`src/rtl/io_tile_chain.sv`:
```
// io_tile_chain: parametrised IO tile between pad ring and interconnect.
// Configuration is loaded LSB-first through a serial scan chain. All routed outputs stay at
// zero until a complete image has been shifted in and the shift enable has dropped.
// Optional feature: define IO_TILE_INPUT_SYNC_EN to put a 2-flop synchroniser on each pad
// input ahead of the IC muxes.
module io_tile_chain #(
  parameter int unsigned IO_PAIRS = 4,
  parameter int unsigned IC_WIDTH = 6
) (
  input  logic                clock,
  input  logic                nreset,
  input  logic [IO_PAIRS-1:0] data_from_io,
  output logic [IO_PAIRS-1:0] data_to_io,
  output logic [IO_PAIRS-1:0] io_oe,
  input  logic [IC_WIDTH-1:0] data_from_ic,
  output logic [IC_WIDTH-1:0] data_to_ic,
  input  logic                config_enable,
  input  logic                config_in,
  output logic                config_out,
  output logic                config_valid
);

  localparam int unsigned SEL_IC       = ($clog2(IO_PAIRS) > 0) ? $clog2(IO_PAIRS) : 1;
  localparam int unsigned SEL_IO       = ($clog2(IC_WIDTH) > 0) ? $clog2(IC_WIDTH) : 1;
  localparam int unsigned FIELD_W      = SEL_IO + 2;
  localparam int unsigned IO_BASE      = IC_WIDTH * SEL_IC;
  localparam int unsigned CONFIG_WIDTH = IO_BASE + IO_PAIRS * FIELD_W;
  localparam int unsigned CNT_W        = $clog2(CONFIG_WIDTH + 1);
  // Mux sources padded to a power of two so out-of-range selects read a zero.
  localparam int unsigned IO_EXT_W     = 1 << SEL_IC;
  localparam int unsigned IC_EXT_W     = 1 << SEL_IO;

  localparam logic [CNT_W-1:0] CntFull = CNT_W'(CONFIG_WIDTH);

  logic [CONFIG_WIDTH-1:0] config_q, config_d;
  logic [CNT_W-1:0]        count_q, count_d;
  logic                    prev_en_q, prev_en_d;
  logic                    valid_q, valid_d;
  logic [IO_PAIRS-1:0]     io_reg_q, io_reg_d;

  logic [IO_PAIRS-1:0] io_src;
  logic [IO_EXT_W-1:0] io_ext;
  logic [IC_EXT_W-1:0] ic_ext;
  logic [IC_WIDTH-1:0] ic_mux;
  logic [IO_PAIRS-1:0] io_mux;
  logic [IO_PAIRS-1:0] reg_en;
  logic [IO_PAIRS-1:0] oe;

`ifdef IO_TILE_INPUT_SYNC_EN
  logic [IO_PAIRS-1:0] sync1_q, sync2_q;

  // Two-stage synchroniser on the pad inputs; runs independent of config state.
  always_ff @(posedge clock or negedge nreset) begin
    if (!nreset) begin
      sync1_q <= '0;
      sync2_q <= '0;
    end else begin
      sync1_q <= data_from_io;
      sync2_q <= sync1_q;
    end
  end

  assign io_src = sync2_q;
`else
  assign io_src = data_from_io;
`endif

  // Chain shift, load counter and validity next-state.
  always_comb begin
    config_d  = config_q;
    count_d   = count_q;
    prev_en_d = config_enable;
    if (config_enable) begin
      config_d = {config_in, config_q[CONFIG_WIDTH-1:1]};
      if (!prev_en_q) begin
        count_d = CNT_W'(1);
      end else if (count_q != CntFull) begin
        count_d = count_q + CNT_W'(1);
      end
    end
    valid_d = !config_enable && (count_q == CntFull);
  end

  // Configuration state; reset discards any partial load.
  always_ff @(posedge clock or negedge nreset) begin
    if (!nreset) begin
      config_q  <= '0;
      count_q   <= '0;
      prev_en_q <= 1'b0;
      valid_q   <= 1'b0;
    end else begin
      config_q  <= config_d;
      count_q   <= count_d;
      prev_en_q <= prev_en_d;
      valid_q   <= valid_d;
    end
  end

  assign io_ext = IO_EXT_W'(io_src);
  assign ic_ext = IC_EXT_W'(data_from_ic);

  for (genvar i = 0; i < IC_WIDTH; i++) begin : g_ic
    logic [SEL_IC-1:0] sel;
    assign sel       = config_q[i*SEL_IC +: SEL_IC];
    assign ic_mux[i] = io_ext[sel];
  end

  for (genvar j = 0; j < IO_PAIRS; j++) begin : g_io
    logic [SEL_IO-1:0] sel;
    assign sel       = config_q[IO_BASE + j*FIELD_W +: SEL_IO];
    assign io_mux[j] = ic_ext[sel];
    assign reg_en[j] = config_q[IO_BASE + j*FIELD_W + SEL_IO];
    assign oe[j]     = config_q[IO_BASE + j*FIELD_W + SEL_IO + 1];
  end

  // Optional pad output register, cleared whenever the configuration is not active.
  always_comb begin
    io_reg_d = valid_q ? io_mux : '0;
  end

  // Pad output register state.
  always_ff @(posedge clock or negedge nreset) begin
    if (!nreset) begin
      io_reg_q <= '0;
    end else begin
      io_reg_q <= io_reg_d;
    end
  end

  // Routed outputs are gated by validity so partial images never drive pads or tracks.
  always_comb begin
    data_to_ic = valid_q ? ic_mux : '0;
    data_to_io = valid_q ? ((reg_en & io_reg_q) | (~reg_en & io_mux)) : '0;
    io_oe      = valid_q ? oe : '0;
  end

  assign config_out   = config_q[0];
  assign config_valid = valid_q;

endmodule

```
`config.mk`:
```
export PLATFORM = sky130hd
export DESIGN_NAME = io_tile_chain
export DESIGN_NICKNAME = d
export VERILOG_FILES = /design/src/rtl/io_tile_chain.sv
export SDC_FILE = /design/constraint.sdc
export NUM_CORES = 1
export LEC_CHECK = 0
export CAP_MARGIN = 10
export CORE_AREA = 2 2 70 72
export DETAILED_ROUTE_END_ITERATION = 7
export DIE_AREA = 0 0 72 74
export PLACE_DENSITY = 0.74
export SLEW_MARGIN = 20
export SYNTH_ARGS = -nofsm -noshare
export SYNTH_HDL_FRONTEND = slang
export SYNTH_SLANG_ARGS = --single-unit
export TNS_END_PERCENT = 50
```
`constraint.sdc`:
```
create_clock -name clock -period 1.1 [get_ports clock]
set_input_delay 0.11 -clock clock [delete_from_list [all_inputs] [get_ports clock]]
set_output_delay 0.11 -clock clock [all_outputs]
set_load 0.01 [all_outputs]
```
Yosys cells after proc, flatten, opt, wreduce, memory -nomap -nowiden
Index checks and enable logic that the tools add are counted. Widths: inputs -> output; s select.

Input bits: 14. Latch bits: 0. Bits in writable memories: 0. Word-level logic and storage cells: 52. Bits in read-only memories: 0. Memories kept: 0. Output and inout bits: 16. Register bits: 44.

$add $sub $neg: 1. $lt $le $gt $ge: 10. Div/mod/pow operators: 0. Bitwise logic cells: 4. Multiply operators: 0. Shift operators: 0. Mux-type cells: 26. Reductions and logical operators: 3. Equality and inequality tests: 3.

Operator list (number): $lt 2x3->1 const B (6); $mux 6 (3); $lt 3x4->1 const B (4); $bmux 1 s2 (6); $bmux 1 s3 (4); $mux 4 (3); $mux 1 (10); $and 4x4->4 (2); $add 6x1->6 const B (1); $eq 6x6->1 const B (1); $ne 6x6->1 const B (1); $not 4->4 (1); $or 4x4->4 (1); $ne 2x1->1 const B (1); $reduce_and 2->1 (1); $logic_and 1x1->1 (1); $logic_not 1->1 (1).

Logic depth before layout (Yosys ltp)
Depth after elaboration: 5. Depth in mapped cells: 4. Mapped depth without buffers: 4.

Worst setup path after synthesis
OpenSTA, ideal clock, no wires.

Kind: flip-flop to output port. From: reg config_q[12]. To: out data_to_io[0]. Setup slack: -0.153 ns. Data arrival time: 1.143 ns. Data required time: 0.990 ns. Buffers on the path: 0. Cell stages (with the launch flop): 4. Path through: dfrtp_1 mux4_2 a22oi_2 a21oi_1.

Longest elaborated chain between the ends: 5.

Ends and longest elaborated chain: from (decl) (RTL line 35) `logic [CONFIG_WIDTH-1:0] config_q, config_d;`; from (signal assigned) (RTL line 92) `config_q <= config_d;`; $bmux 1 s3 (RTL line 111) `assign io_mux[j] = ic_ext[sel];`; $mux 1 (not written as such) (RTL line 111); $and 4x4->4 (RTL line 133) `data_to_io = valid_q ? ((reg_en & io_reg_q) | (~reg_en & io_mux)) : '0;`; $or 4x4->4 (RTL line 133); $mux 4 (RTL line 133); to (decl) (RTL line 13) `output logic [IO_PAIRS-1:0] data_to_io,`.

Every way passes these cells. The select of a mux whose other input is x is not followed.

Final worst setup path
Ends and elaborated chain as after synthesis.

==> flow_summary.ini <==
[outcome]
status = finished, violations left
violations = negative setup slack

[synthesis]
syn_avg_cell_area_sq_um = 12.5
synth_top_area_cell = dfrtp_1
ys_types = 29
synth-seq-area-share = 0.502
ys_warn_count = 0
synth.top_cells.by_area = dfrtp_1 (50%), mux2_2 (14%), mux4_2 (10%)
netlist_instances = 175
netlist_area_sq_um = 2190
synth_top_area_frac = 0.502
syn_nets = 191
synth_seq_cells = 44

[cells_and_area]
area_growth_pct = 46.6
fill_cells = 333
drive_above_1_share = 0.583
final_common_cell = buf_4
layout.nets = 286
layout_common_cells = buf_4 (53), dfrtp_1 (42), mux2_2 (28)
final_cells = 325
antenna_cells = 0

[die]
die_w_um = 72
row_count = 25
dieHeight_um = 74
io_pins = 30
dieArea_sq_um = 5330
initial_utilization = 0.477
core_area_sq_um = 4600

[grt]
grt_pass1_vias = 1799
grt_pass1_wl_um = 8160
grt.total_usage = 0.203
grt_max_degree = 33
grt.overflow.total = 0
antenna_found_initial = 0

[setup_path]
crit_chain = mux4_2 -> a22oi_2 -> a21oi_2 -> buf_2
worstPathMaxFanout = 3
cp_top_family = multiplexers
crit_cells = 4
r2r_slack_ps = -290
r2r_cells = 4
critPathMaxStageDelay_ps = 530
crit_end = data_to_io[0]
rr_endpoint = io_reg_q[2]$_DFF_PN0_
slowest_stage = mux4_2
crit_start = config_q[12]$_DFFE_PN0P_
path_class = flop to output pin
required_ps = 990
endpoint_kind = output pin
crit_buf_inv = 1
arrival_ps = 1630
reg2reg_from = config_q[22]$_DFFE_PN0P_
crit_path_start_kind = flop

[timing]
rsz0062_at_grt = yes
finalCriticalPeriod_ps = 1740
relSlewSlack = 0.756
period_share = 1.58
worst_slack_ps = -637
worst_pin_slew_ps = 365
fmax_mhz = 576
setup_viol = 28
clock_skew_ps = 7.42
finalMaxSlewViolations = 0
hold_violations = 0

[pwr]
p_leak_nw = 1.53
p_sw_w = 0.00164
combinationalPowerShare = 0.401
internal_power_w = 0.00397
clockPowerShare = 0.177
p_seq_frac = 0.422
switching_share = 0.293
power.density_nw_per_um2 = 1750
ir_drop_v = 0.00112

[placement]
io_buffers = 29
dpl.cell_count = 299
gp_congestion = 0.837
place_ws_ps = -841
hpwlAfterDp_um = 3580

[routing]
totalWireLength_um = 4940
via_per_inst = 5.12
num_vias = 1664
drc = 0
firstDrtPassIters = 4
post_drt_wl_per_cell_um = 15.2
drt-initial-drc-count = 55
ant_nets = 0

[clocking]
cts.clk_slew.worst_paths_ps = 80
cts-htree-levels = 2
clk_latency_ps = 300
ctsRootBufferMaster = clkbuf_8
cts_made_buffers = 5
max-clock-path-buffers = 2
cts_num_sinks = 44
cts_tree = yes

[hold_path]
min_path_type = primary input to flop

[flow_run]
drv_cap = 0
-- power by group through the flow --
stage | Combinational (W) | Clock [W] | Sequential, W
final | 0.00225 | 0.000992 | 0.00237
after global routing | 0.00245 | 0.00111 | 0.00243
after CTS | 0.00219 | 0.00104 | 0.00236
after detailed placement | 0.00191 | 0 | 0.00241
after global placement | 0.00181 | 0 | 0.00238
after floorplan | 0.000956 | 0 | 0.00235
-- worst min path at each step --
| stage | depth (start not counted) | to | start | slack, ps |
|---|---|---|---|---|
| global route | 2 | prev_en_q$_DFF_PN0_ | config_enable | 220 |
| detailed placement | 1 | io_reg_q[2]$_DFF_PN0_ | nreset | 20 |
| floorplan | 0 | config_q[0]$_DFFE_PN0P_ | nreset | -190 |
| finish | 2 | prev_en_q$_DFF_PN0_ | config_enable | 210 |
| CTS | 2 | config_q[21]$_DFFE_PN0P_ | nreset | 230 |
| global placement | 1 | config_q[23]$_DFFE_PN0P_ | nreset | 20 |
-- final cells by class --
cell class	count	area (sq um)	area share
Sequential cell	44	1100	0.343
Timing Repair Buffer	94	808	0.251
Clock buffer	5	68.8	0.0214
Clock inverter	3	18.8	0.00584
Inverter	15	56.3	0.0175
Tap cell	54	67.6	0.0210
Multi-Input combinational cell	110	1090	0.339
-- timing repair --
item,in CTS,in global routing
gates cloned,0,0
setup buffers,21,6
gates resized for setup,82,22
hold buffers,1,0
endpoints found under the hold margin,12,0
pin swaps,17,10
endpoints found under the setup margin,38,50
-- sequential cells by signal (all words and copies together), names as in the netlist --
signal / flops
io_reg_q: 4
config_valid: 1
prev_en_q: 1
count_q: 6
config_q: 32
-- synth_stat cells --
library cell	instances
nor2_1	3
a22oi_2	4
mux2i_1	1
or3_1	1
mux2_2	28
a311oi_2	1
o311ai_1	1
and3_1	1
o2bb2ai_1	2
buf_2	3
mux4_2	10
ha_1	2
a21oi_1	6
dfrtp_1	44
a31o_2	1
nor3_2	1
inv_1	13
a22o_1	1
a41o_2	1
nand3_1	3
buf_4	1
clkbuf_1	2
and2_1	10
o21ai_0	12
o211ai_1	1
nor2b_1	8
nand2b_2	1
nand2_1	11
inv_2	2
-- routing by layer --
metal,global-route usage,part of all wire,vias to the layer above
met2,0.370,0.55,31
li1,-,-,816
met1,0.235,0.41,810
met4,0.0797,0.013,0
met5,0,0,-
met3,0.0434,0.034,7
-- cell families after synthesis --
logic type | count (synthesis) | synth area share
and+or+nand+nor | 39 | 0.0965
DFF | 44 | 0.502
adders and majority gates | 2 | 0.0114
muxes | 39 | 0.251
buffers and inverters | 21 | 0.0394
AOI/OAI and AO/OA | 30 | 0.0993
-- metrics by stage --
step,TNS (ps),hold slack (ps),util,instance area [sq um],power [W]
after floorplan,-1720,-186,-,2210,0.00331
after global placement,-20820,15.1,0.630,2900,0.00418
after detailed placement,-21840,23.1,0.630,2900,0.00433
after CTS,-8550,227,0.679,3120,0.00558
after global routing,-9660,225,0.699,3210,0.00599
final,-8150,209,0.699,3210,0.00562
No activity file was read; power rests on OpenSTA's default activity.
